## src/rtl/cm0_dap_cdc_mask_ctrl.sv

```systemverilog
`default_nettype none
// cm0_dap_cdc_mask_ctrl: source-side REQ/ACK + AND-mask sequencer for a 4-bit masked CDC crossing.
// Revision: 1.0

module cm0_dap_cdc_mask_ctrl #(
   parameter int PRESENT     = 1,
   parameter int SYNC_STAGES = 2
) (
   input  logic       DCLK,
   input  logic       DPRESETn,
   input  logic       LOAD_VALID,
   input  logic [3:0] LOAD_DATA,
   output logic       LOAD_READY,
   input  logic       ABORT,
   output logic [3:0] CDC_DATA,
   output logic       CDC_MASKn,
   output logic       CDC_REQ,
   input  logic       CDC_ACK,
   output logic       BUSY,
   output logic       DONE
);

   generate
      if (PRESENT != 0) begin : g_present
         localparam logic [1:0] ST_IDLE    = 2'd0;
         localparam logic [1:0] ST_SETUP   = 2'd1;
         localparam logic [1:0] ST_REQ     = 2'd2;
         localparam logic [1:0] ST_ACKWAIT = 2'd3;

         logic [1:0]             state;
         logic [1:0]             state_nxt;
         logic [SYNC_STAGES-1:0] ack_sync;
         logic                   ack_s;
         logic                   load_ready;
         logic                   load_take;
         logic [3:0]             data_q;
         logic                   mask_q;
         logic                   req_q;
         logic                   busy_q;
         logic                   done_q;

         assign ack_s      = ack_sync[SYNC_STAGES-1];
         // A stale ACK left over from before a reset must clear before the next load.
         assign load_ready = (state == ST_IDLE) & ~ack_s;
         assign load_take  = LOAD_VALID & load_ready;

         always_comb begin
            state_nxt = state;
            case (state)
               ST_IDLE:    if (load_take) state_nxt = ST_SETUP;
               ST_SETUP:   state_nxt = ABORT ? ST_IDLE : ST_REQ;
               ST_REQ:     if (ack_s) state_nxt = ST_ACKWAIT;
               ST_ACKWAIT: if (!ack_s) state_nxt = ST_IDLE;
               default:    state_nxt = ST_IDLE;
            endcase
         end

         // Mask and request are registered from the next state so they rise and fall together.
         always_ff @(posedge DCLK) begin
            if (!DPRESETn) begin
               state    <= ST_IDLE;
               ack_sync <= '0;
               data_q   <= 4'h0;
               mask_q   <= 1'b0;
               req_q    <= 1'b0;
               busy_q   <= 1'b0;
               done_q   <= 1'b0;
            end else begin
               state    <= state_nxt;
               ack_sync <= {ack_sync[SYNC_STAGES-2:0], CDC_ACK};
               if (load_take) data_q <= LOAD_DATA;
               mask_q   <= (state_nxt == ST_REQ);
               req_q    <= (state_nxt == ST_REQ);
               busy_q   <= (state_nxt != ST_IDLE);
               done_q   <= (state == ST_ACKWAIT) & ~ack_s;
            end
         end

         assign LOAD_READY = load_ready;
         assign CDC_DATA   = data_q;
         assign CDC_MASKn  = mask_q;
         assign CDC_REQ    = req_q;
         assign BUSY       = busy_q;
         assign DONE       = done_q;
      end else begin : g_absent
         logic unused_inputs;
         assign unused_inputs = ^{DCLK, DPRESETn, LOAD_VALID, LOAD_DATA, ABORT, CDC_ACK};
         assign LOAD_READY = 1'b0;
         assign CDC_DATA   = 4'h0;
         assign CDC_MASKn  = 1'b0;
         assign CDC_REQ    = 1'b0;
         assign BUSY       = 1'b0;
         assign DONE       = 1'b0;
      end
   endgenerate

endmodule

`default_nettype wire

```

## config.mk

```make
export PLATFORM = sky130hd
export DESIGN_NAME = cm0_dap_cdc_mask_ctrl
export DESIGN_NICKNAME = d
export VERILOG_FILES = /design/src/rtl/cm0_dap_cdc_mask_ctrl.sv
export SDC_FILE = /design/constraint.sdc
export NUM_CORES = 1
export LEC_CHECK = 0
export BUFFER_PORTS_ARGS = -buffer_cell sky130_fd_sc_hd__clkbuf_2
export CAP_MARGIN = 20
export CORE_AREA = 2 2 39 41
export CTS_CLUSTER_SIZE = 20
export DETAILED_ROUTE_END_ITERATION = 8
export DIE_AREA = 0 0 41 43
export PLACE_DENSITY = 0.58
export SLEW_MARGIN = 30
export SYNTH_ARGS = -nofsm -noshare
export SYNTH_HDL_FRONTEND = slang
export SYNTH_SLANG_ARGS = --single-unit
```

## constraint.sdc

```tcl
create_clock -name DCLK -period 2.35 [get_ports DCLK]
set_input_delay 0.1175 -clock DCLK [delete_from_list [all_inputs] [get_ports DCLK]]
set_output_delay 0.1175 -clock DCLK [all_outputs]
set_load 0.01 [all_outputs]
```

==> results of run 1 <==
[synthesized netlist by cell type]
cell and count:
a21oi_1 1, a31o_1 1, a31o_2 1, and2_1 3
and4bb_1 1, buf_4 1, clkbuf_1 1, dfxtp_1 11
nand2_1 5, nand2b_1 1, nand3_1 4, nor2_1 2
nor2b_1 1, nor3_1 1, nor4b_4 1, o21ai_0 4
[state kept, by name (all words and copies together) (netlist names)]
register	cells
BUSY	1
CDC_DATA	4
CDC_REQ	1
DONE	1
g_present.ack_sync	2
g_present.state	2
[cell usage in the layout, fill, tap and decap left out]
| master | instances |
|---|---|
| clkbuf_2 | 17 |
| dfxtp_1 | 11 |
| nand2_1 | 5 |
| nand3_1 | 4 |
| o21ai_0 | 4 |
| and2_1 | 3 |
| clkbuf_4 | 3 |
| nor2_1 | 2 |
| nor3_1 | 1 |
| nand2b_1 | 1 |
| and4bb_1 | 1 |
| a31o_2 | 1 |
| nor4b_4 | 1 |
| a21oi_1 | 1 |
| a31o_1 | 1 |
| nor2b_1 | 1 |
| clkbuf_1 | 1 |
[per-stage QoR]
stage	hold slack (ns)	worst slack, ns	area (µm²)	std cells
finish	0.06490	1.135	513.0	74
global placement	0.3242	1.139	486.7	70
floorplan	0.2448	1.234	392.9	39
CTS	0.05850	1.123	513.0	74
detailed placement	0.3387	1.134	486.7	70
global route	0.08064	0.9874	513.0	74
[report_power, final]
group          leakage, nW  internal (mW)  switching (mW)
Sequential          0.0903          0.198         0.00800
Combinational        0.126         0.0225          0.0222
Clock               0.0150         0.0657          0.0604
[worst max-delay path, delay by kind of cell, from the launching register on]
| family | cells | cell delay (ns) |
|---|---|---|
| AO/OA/AOI/OAI | 1 | 0.10 |
| flip-flops | 1 | 0.37 |
| AND/OR/NAND/NOR | 2 | 0.65 |
[per-layer routing]
layer  up-vias  wire length [µm]  global-route usage
met4         0                44              0.1400
met2        16               315              0.1469
met5         -                 0                   0
li1        171                 -                   -
met3         4                51             0.04712
met1       150               311              0.1368
[worst paths after layout]
check                                                        end
worst max-delay path                          CDC_REQ$_SDFF_PN0_
worst min-delay path            g_present.ack_sync[0]$_SDFF_PN0_
worst max register to register                CDC_REQ$_SDFF_PN0_
worst min register to register  g_present.ack_sync[1]$_SDFF_PN0_
[cell type report]
type / instances / area share
tap: 16 / 0.03902
timing repair buffer: 17 / 0.1659
clock buffer: 4 / 0.05122
sequential: 11 / 0.4293
multi-input combinational: 26 / 0.3146
[cells by family (layout without fill, tap and decap cells)]
family / count (synthesis) / count (layout)
DFF: 11 / 11
AOI/OAI and AO/OA: 7 / 7
buffers and inverters: 2 / 21
and+or+nand+nor: 19 / 19
==> flow_metrics.env, run 1 <==
export IMPL_run_status="finished clean"
export IMPL_grt_overflow_total=0
export IMPL_floorplan_initialDensity=0.2839
export IMPL_viasPerCell=4.608
export IMPL_multi_input_comb_area_um2=161.4
export IMPL_cp_required_ns=2.51
export IMPL_cts_hold_fix_buffers=0
export IMPL_synth_adder_area_share=0
export IMPL_tritoncts="built"
export IMPL_count_of_vias_placed_by_the_detailed_router=341
export IMPL_power_per_cell_area_nw_per_um2=733.5
export IMPL_drt_first_pass_iters=4
export IMPL_clk_pin_slew_worst_paths_ns=0.07
export IMPL_final_layout_size_suffix_gt1_frac=0.3793
export IMPL_cp_arrival_ns=1.38
export IMPL_cts_buffers_inserted=3
export IMPL_synth_simple_gate_area_share=0.3025
export IMPL_reg2reg_from="g_present.state[1]$_SDFF_PN0_"
export IMPL_floorplan_rows=14
export IMPL_cts_max_path_buffers=2
export IMPL_post_synthesis_xor_xnor_area_fraction=0
export IMPL_drc_violations_left=0
export IMPL_synth_compound_area_share=0.1083
export IMPL_post_synth_instance_area_um2=392.9
export IMPL_post_synth_mux_area_share=0
export IMPL_sequential_cell_area_um2=220.2
export IMPL_reg2reg_slack_ns=1.14
export IMPL_die_height_um=43
export IMPL_post_route_period_util=0.5170
export IMPL_crit_start="g_present.state[1]$_SDFF_PN0_"
export IMPL_design_core_area_um2=1384
export IMPL_yosys_warnings=0
export IMPL_timing_worst_slew_pin_value_ns=0.4243
export IMPL_netlist_cell_type_count=16
export IMPL_clk_lat_worst_skew_ns=0.26
export IMPL_grt_pass1_wl_mm=1.304
export IMPL_power_leakage_nw=0.2316
export IMPL_synth_area_leader_cell="dfxtp_1"
export IMPL_relSlewSlack=0.7160
export IMPL_cp_end_kind="flip-flop"
export IMPL_syn_nets=48
export IMPL_hold_path_startpoint="CDC_ACK"
export IMPL_drtAntennaViolNets=0
export IMPL_drt_total_wl_um=724
export IMPL_rsz_0062_raised_after_global_routing="false"
export IMPL_io_buffer_count=17
export IMPL_crit_path_max_incr_delay_ns=0.48
export IMPL_worstHoldPathCells=2
export IMPL_dieArea_um2=1763
export IMPL_timing_final_setup_violations=0
export IMPL_postCtsResizedCells=0
export IMPL_clkSinkCount=11
export IMPL_finalWeightedCongestion=0.6863
export IMPL_cts_htree_levels=1
export IMPL_period_minus_slack_ns=1.215
export IMPL_design_final_nets=68
export IMPL_cts_root_buffer_cell="clkbuf_4"
export IMPL_antenna_found_initial=0
export IMPL_fillerInstances=150
export IMPL_critPathLaunchType="flip-flop"
export IMPL_crit_chain="nor4b_4 -> a21oi_1 -> and2_1"
export IMPL_timing_fmax_ghz=0.8231
export IMPL_main_combinational_cell_family_by_area_after_synthesis="simple AND/OR/NAND/NOR gates"
export IMPL_setup_tns_ns=0
export IMPL_die_w_um=41
export IMPL_hold_crit_path_type="primary input to flip-flop"
export IMPL_finalCoreUtilization=0.3707
export IMPL_yosys_register_bits=11
export IMPL_crit_path_max_fanout=9
export IMPL_vdd_ir_drop_worst_v=0.0002379
export IMPL_clock_skew_final_ns=0.002142
export IMPL_top_level_ports=18
export IMPL_dp_hpwl_um=538.8
export IMPL_layout_overhead_on_the_synthesized_area_pct=30.57
export IMPL_post_cts_buffers=0
export IMPL_post_synth_main_area_contributors="dfxtp_1, nor4b_4, nand3_1"
export IMPL_rr_worst_depth=3
export IMPL_worstSetupPathType="flip-flop to flip-flop"
export IMPL_vias_in_the_first_global_route=320
export IMPL_max_cap_viol_count=0
export IMPL_final_max_slew_violation_count=0
export IMPL_total_power_uw=376.3
export IMPL_seq_area_frac_synth=0.5605
export IMPL_initialDrtViolationCount=3
export IMPL_post_synth_cell_area_avg_um2=10.07
export IMPL_worst_path_cell_with_the_longest_stage_delay="nor4b_4"
export IMPL_overall_global_routing_resource_usage=0.1200
export IMPL_grt_max_degree=16
export IMPL_number_of_antenna_repair_diodes=0
export IMPL_hold_viol_final=0
export IMPL_detail_routed_net_length_per_standard_cell_um=9.784
export IMPL_instance_count_of_the_mapped_netlist=39
export IMPL_synthDominantCellAreaShare=0.5605
No activity file was read; power rests on OpenSTA's default activity.
==> run 2, diff against run 1 <==
PLACE_DENSITY = 0.6   (was 0.58)
clock period = 0.99 ns   (was 2.35 ns; I/O delays follow)
==> flow_metrics.env, run 2 (same netlist as run 1, synthesis figures left out) <==
export IMPL_run_status="complete, but fails checks"
export IMPL_failed_checks="negative setup slack"
export IMPL_number_of_antenna_repair_diodes=0
export IMPL_floorplan_rows=14
export IMPL_layout_overhead_on_the_synthesized_area_pct=67.20
export IMPL_drtAntennaViolNets=0
export IMPL_cp_end_kind="output port"
export IMPL_worstSetupPathType="flip-flop to output port"
export IMPL_share_of_total_power_in_the_clock_network=0.318
export IMPL_grt_pass1_wl_mm=1.380
export IMPL_layout_cells_most_common="clkbuf_2"
export IMPL_clk_pin_slew_worst_paths_ns=0.07
export IMPL_top_level_ports=18
export IMPL_p_switching_uw=245.2
export IMPL_drt_total_wl_um=993
export IMPL_power_share_combinational=0.178
export IMPL_hold_path_startpoint="LOAD_VALID"
export IMPL_hold_path_endpoint="BUSY$_SDFF_PN0_"
export IMPL_reg2reg_slack_ns=-0.08
export IMPL_dp_hpwl_um=604.5
export IMPL_power_leakage_nw=0.2928
export IMPL_period_minus_slack_ns=1.075
export IMPL_reg2reg_from="g_present.state[1]$_SDFF_PN0_"
export IMPL_final_max_slew_violation_count=0
export IMPL_vdd_ir_drop_worst_v=0.0007670
export IMPL_m1WireLength_um=369
export IMPL_rr_worst_depth=4
export IMPL_die_height_um=43
export IMPL_p_seq_frac=0.504
export IMPL_viasPerCell=4.388
export IMPL_drc_violations_left=0
export IMPL_grt_overflow_total=0
export IMPL_drt_first_pass_iters=3
export IMPL_clk_lat_worst_skew_ns=0.27
export IMPL_count_of_vias_placed_by_the_detailed_router=373
export IMPL_rsz_0062_raised_after_global_routing="true"
export IMPL_cts_htree_levels=1
export IMPL_top_layer_used="met4"
export IMPL_p_int_uw=716.9
export IMPL_dieArea_um2=1763
export IMPL_hold_viol_final=0
export IMPL_timing_worst_slew_pin_value_ns=0.2504
export IMPL_post_route_period_util=1.086
export IMPL_vias_in_the_first_global_route=330
export IMPL_overall_global_routing_resource_usage=0.1260
export IMPL_cp_required_ns=0.94
export IMPL_initialDrtViolationCount=1
export IMPL_postPlaceCellArea_um2=538.0
export IMPL_clkSinkCount=11
export IMPL_timing_final_setup_violations=7
export IMPL_switching_share=0.2548
export IMPL_die_w_um=41
export IMPL_design_core_area_um2=1384
export IMPL_design_final_nets=79
export IMPL_met3RoutedLength_um=55
export IMPL_grt_max_degree=12
export IMPL_post_route_worst_setup_slack_ns=-0.08518
export IMPL_worstHoldPathCells=2
export IMPL_cts_max_path_buffers=2
export IMPL_io_buffer_count=17
export IMPL_crit_path_max_fanout=3
export IMPL_relSlewSlack=0.8324
export IMPL_antenna_found_initial=0
export IMPL_design_area_um2=656.9
export IMPL_tritoncts="built"
export IMPL_clock_skew_final_ns=0.005109
export IMPL_detail_routed_net_length_per_standard_cell_um=11.68
export IMPL_largest_register_ffs=4
export IMPL_floorplan_initialDensity=0.2839
export IMPL_critPathLaunchType="flip-flop"
export IMPL_cp_arrival_ns=1.03
export IMPL_hold_crit_path_type="primary input to flip-flop"
export IMPL_final_layout_size_suffix_gt1_frac=0.5362
export IMPL_mostFrequentLayoutCells="clkbuf_2, dfxtp_1, nand2_1, dlygate4sd3_1, nand3_2"
export IMPL_worst_r2r_endpoint="CDC_DATA[0]$_SDFFE_PN0P_"
export IMPL_finalWeightedCongestion=0.6886
export IMPL_timing_fmax_ghz=0.9301
export IMPL_cts_root_buffer_cell="clkbuf_4"
export IMPL_detailroute_wirelength_met2_um=528
export IMPL_max_cap_viol_count=0
export IMPL_cts_buffers_inserted=3
export IMPL_total_power_uw=962.1
export IMPL_power_per_cell_area_nw_per_um2=1465
[run 2: metal layers]
layer	vias to the layer above	GRT usage
met3	4	0.06283
li1	194	-
met4	0	0.1000
met2	14	0.1750
met5	-	0
met1	161	0.1368
[run 2: cell type report]
cell class	count	area, µm²
Clock buffer	4	26.28
Fill cell	137	726.9
Multi-Input combinational cell	26	190.2
Sequential cell	11	229.0
Tap cell	16	20.02
Timing Repair Buffer	28	191.4
[run 2: what timing repair did]
item,4_1_cts,5_1_grt
endpoints found under the setup margin,7,7
hold endpoints to repair,5,0
hold buffers,5,0
pin swaps,3,5
setup buffers,0,0
gates resized for setup,4,11
[run 2: how the worst max path moves through the flow]
stage / from / end / slack [ns] / cells past startpoint
detailed placement: g_present.ack_sync[1]$_SDFF_PN0_ / BUSY$_SDFF_PN0_ / -0.05 / 3
finish: g_present.ack_sync[1]$_SDFF_PN0_ / LOAD_READY / -0.09 / 3
CTS: g_present.ack_sync[1]$_SDFF_PN0_ / LOAD_READY / -0.11 / 3
floorplan: g_present.ack_sync[1]$_SDFF_PN0_ / CDC_REQ$_SDFF_PN0_ / -0.07 / 3
global placement: g_present.ack_sync[1]$_SDFF_PN0_ / BUSY$_SDFF_PN0_ / -0.04 / 3
global route: g_present.state[1]$_SDFF_PN0_ / CDC_DATA[0]$_SDFFE_PN0P_ / -0.18 / 4
[run 2: power by group through the flow]
stage          logic [mW]  registers [mW]  clock network [mW]
2_1_floorplan      0.0539           0.505                   0
3_3_place_gp        0.134           0.494                   0
3_5_place_dp        0.135           0.496                   0
4_1_cts             0.155           0.485               0.320
5_1_grt             0.188           0.489               0.340
6_report            0.171           0.485               0.306
[run 2: per-stage QoR]
stage	util	setup TNS (ns)	hold WS [ns]	setup slack [ns]	instances
detailed placement	0.3888	-0.2141	0.2590	-0.05442	76
global route	0.4747	-0.8926	0.01405	-0.1762	85
floorplan	-	-0.1132	0.1768	-0.07492	39
CTS	0.4548	-0.4427	0.01418	-0.1121	85
global placement	0.3888	-0.1940	0.2570	-0.04089	76
finish	0.4747	-0.4591	0.02516	-0.08518	85
[run 2: critical path, cell delays in order, from the launching register on]
cell and delay [ns]:
dfxtp_2 0.35, buf_6 0.12, nor3_2 0.15, buf_2 0.14
==> run 3, diff against run 2 <==
--- a/config.mk
+++ b/config.mk
@@ -14,3 +14,3 @@
 export PLACE_DENSITY = 0.6
-export SLEW_MARGIN = 30
+export SLEW_MARGIN = 0
 export SYNTH_ARGS = -nofsm -noshare
==> constraint.sdc (replaced) <==
create_clock -name DCLK -period 0.99 [get_ports DCLK]
set_input_delay 0.099 -clock DCLK [delete_from_list [all_inputs] [get_ports DCLK]]
set_output_delay 0.099 -clock DCLK [all_outputs]
set_load 0.01 [all_outputs]
==> flow_metrics.env, run 3 (same netlist as run 1, synthesis figures left out) <==
export IMPL_drtAntennaViolNets=0
export IMPL_cp_buf_inv_count=2
export IMPL_cp_arrival_ns=1.02
export IMPL_detail_routed_net_length_per_standard_cell_um=10.39
export IMPL_antenna_found_initial=0
export IMPL_number_of_antenna_repair_diodes=0
export IMPL_rsz_0062_raised_after_global_routing="true"
export IMPL_power_share_combinational=0.162
export IMPL_timing_final_setup_violations=7
export IMPL_worstSetupPathType="flip-flop to output port"
export IMPL_top_level_ports=18
export IMPL_grt_pass1_wl_mm=1.283
export IMPL_die_height_um=43
export IMPL_design_core_area_um2=1384
export IMPL_initialDrtViolationCount=1
export IMPL_post_route_worst_setup_slack_ns=-0.1329
export IMPL_post_cts_buffers=0
export IMPL_cp_end_kind="output port"
export IMPL_timing_fmax_ghz=0.8906
export IMPL_clk_pin_slew_worst_paths_ns=0.06
export IMPL_p_switching_uw=234.6
export IMPL_timing_worst_slew_pin_value_ns=0.2364
export IMPL_cts_htree_levels=1
export IMPL_mostFrequentLayoutCells="clkbuf_2, dfxtp_1, nand2_1"
export IMPL_share_of_total_power_in_the_clock_network=0.321
export IMPL_power_leakage_nw=0.2719
export IMPL_run_status="complete, but fails checks"
export IMPL_cts_root_buffer_cell="clkbuf_4"
export IMPL_switching_share=0.2500
export IMPL_relSlewSlack=0.8417
export IMPL_power_per_cell_area_nw_per_um2=1547
export IMPL_fin_hold_ws_ns=0.03924
export IMPL_floorplan_initialDensity=0.2839
export IMPL_drt_first_pass_iters=2
export IMPL_critPathLaunchType="flip-flop"
export IMPL_dp_hpwl_um=604.5
export IMPL_cts_buffers_inserted=3
export IMPL_finalWeightedCongestion=0.6886
export IMPL_count_of_vias_placed_by_the_detailed_router=351
export IMPL_vdd_ir_drop_worst_v=0.0007607
export IMPL_design_final_nets=74
export IMPL_hold_crit_path_type="primary input to flip-flop"
export IMPL_vias_in_the_first_global_route=303
export IMPL_crit_chain="buf_6 -> nor3_2 -> buf_2"
export IMPL_worst_path_cell_with_the_longest_stage_delay="dfxtp_2"
export IMPL_p_seq_frac=0.517
export IMPL_floorplan_rows=14
export IMPL_post_route_period_util=1.134
export IMPL_overall_global_routing_resource_usage=0.1179
export IMPL_drc_violations_left=0
export IMPL_clk_lat_worst_skew_ns=0.27
export IMPL_layout_overhead_on_the_synthesized_area_pct=54.46
export IMPL_grt_max_degree=12
export IMPL_die_w_um=41
export IMPL_max_cap_viol_count=0
export IMPL_final_max_slew_violation_count=0
export IMPL_crit_path_max_fanout=3
export IMPL_cts_max_path_buffers=2
export IMPL_final_layout_size_suffix_gt1_frac=0.5781
export IMPL_largest_register_ffs=4
export IMPL_period_minus_slack_ns=1.123
export IMPL_clkSinkCount=11
export IMPL_hold_viol_final=0
export IMPL_crit_path_max_incr_delay_ns=0.35
export IMPL_p_int_uw=703.9
export IMPL_layout_cells_most_common="clkbuf_2"
export IMPL_viasPerCell=4.388
export IMPL_io_buffer_count=17
export IMPL_tritoncts="built"
export IMPL_total_power_uw=938.6
export IMPL_cpLargestDelayFamily="flip-flops"
export IMPL_clock_skew_final_ns=0.004947
export IMPL_cp_required_ns=0.89
export IMPL_drt_total_wl_um=831
export IMPL_grt_overflow_total=0
export IMPL_dieArea_um2=1763
export IMPL_failed_checks="negative setup slack"
-- run 3: changes by cell type in the layout (fill, tap and decap cells not counted), sizes merged --
cell,delta
dlygate4sd3,-5
-- run 3: through the flow --
step | utilization | instances | TNS (ns) | worst slack [ns] | instance area (µm²)
finish | 0.4385 | 80 | -0.3884 | -0.1329 | 606.8
global route | 0.4385 | 80 | -0.8604 | -0.1774 | 606.8
CTS | 0.4186 | 80 | -0.4922 | -0.1616 | 579.3
detailed placement | 0.3888 | 76 | -0.2141 | -0.05442 | 538.0
global placement | 0.3888 | 76 | -0.1940 | -0.04089 | 538.0
floorplan | - | 39 | -0.1132 | -0.07492 | 399.1
-- run 3: per-layer routing --
layer / GRT usage / up-vias / share of wire
li1: - / 186 / -
met1: 0.1303 / 151 / 0.42
met2: 0.1563 / 12 / 0.50
met3: 0.06283 / 2 / 0.060
met4: 0.1000 / 0 / 0.023
met5: 0 / - / 0
-- run 3: final timing paths --
path,startpoint,endpoint,slack [ns],depth (start not counted)
setup / recovery,g_present.ack_sync[1]$_SDFF_PN0_,LOAD_READY,-0.13,3
hold / removal,CDC_ACK,g_present.ack_sync[0]$_SDFF_PN0_,0.04,2
setup reg to reg,g_present.ack_sync[1]$_SDFF_PN0_,BUSY$_SDFF_PN0_,-0.07,3
hold reg to reg,g_present.ack_sync[0]$_SDFF_PN0_,g_present.ack_sync[1]$_SDFF_PN0_,0.43,1
-- run 3: timing repair --
action / 4_1_cts / 5_1_grt
endpoints found under the hold margin: 0 / 0
resized for setup: 4 / 11
endpoints found under the setup margin: 7 / 7
hold buffers: 0 / 0
pin swaps: 3 / 5
-- run 3: final cells by class --
type	instances	area [µm²]
timing repair buffer	23	141.4
clock buffer	4	26.28
sequential	11	229.0
tap	16	20.02
multi-input combinational	26	190.2
fill	144	777.0
-- run 3: power groups by stage --
stage                     Combinational [mW]  Sequential [mW]  Clock, mW
after floorplan                       0.0539            0.505          0
after global placement                 0.134            0.494          0
after detailed placement               0.135            0.496          0
after CTS                              0.140            0.485      0.320
after global routing                   0.168            0.489      0.340
final                                  0.152            0.485      0.302
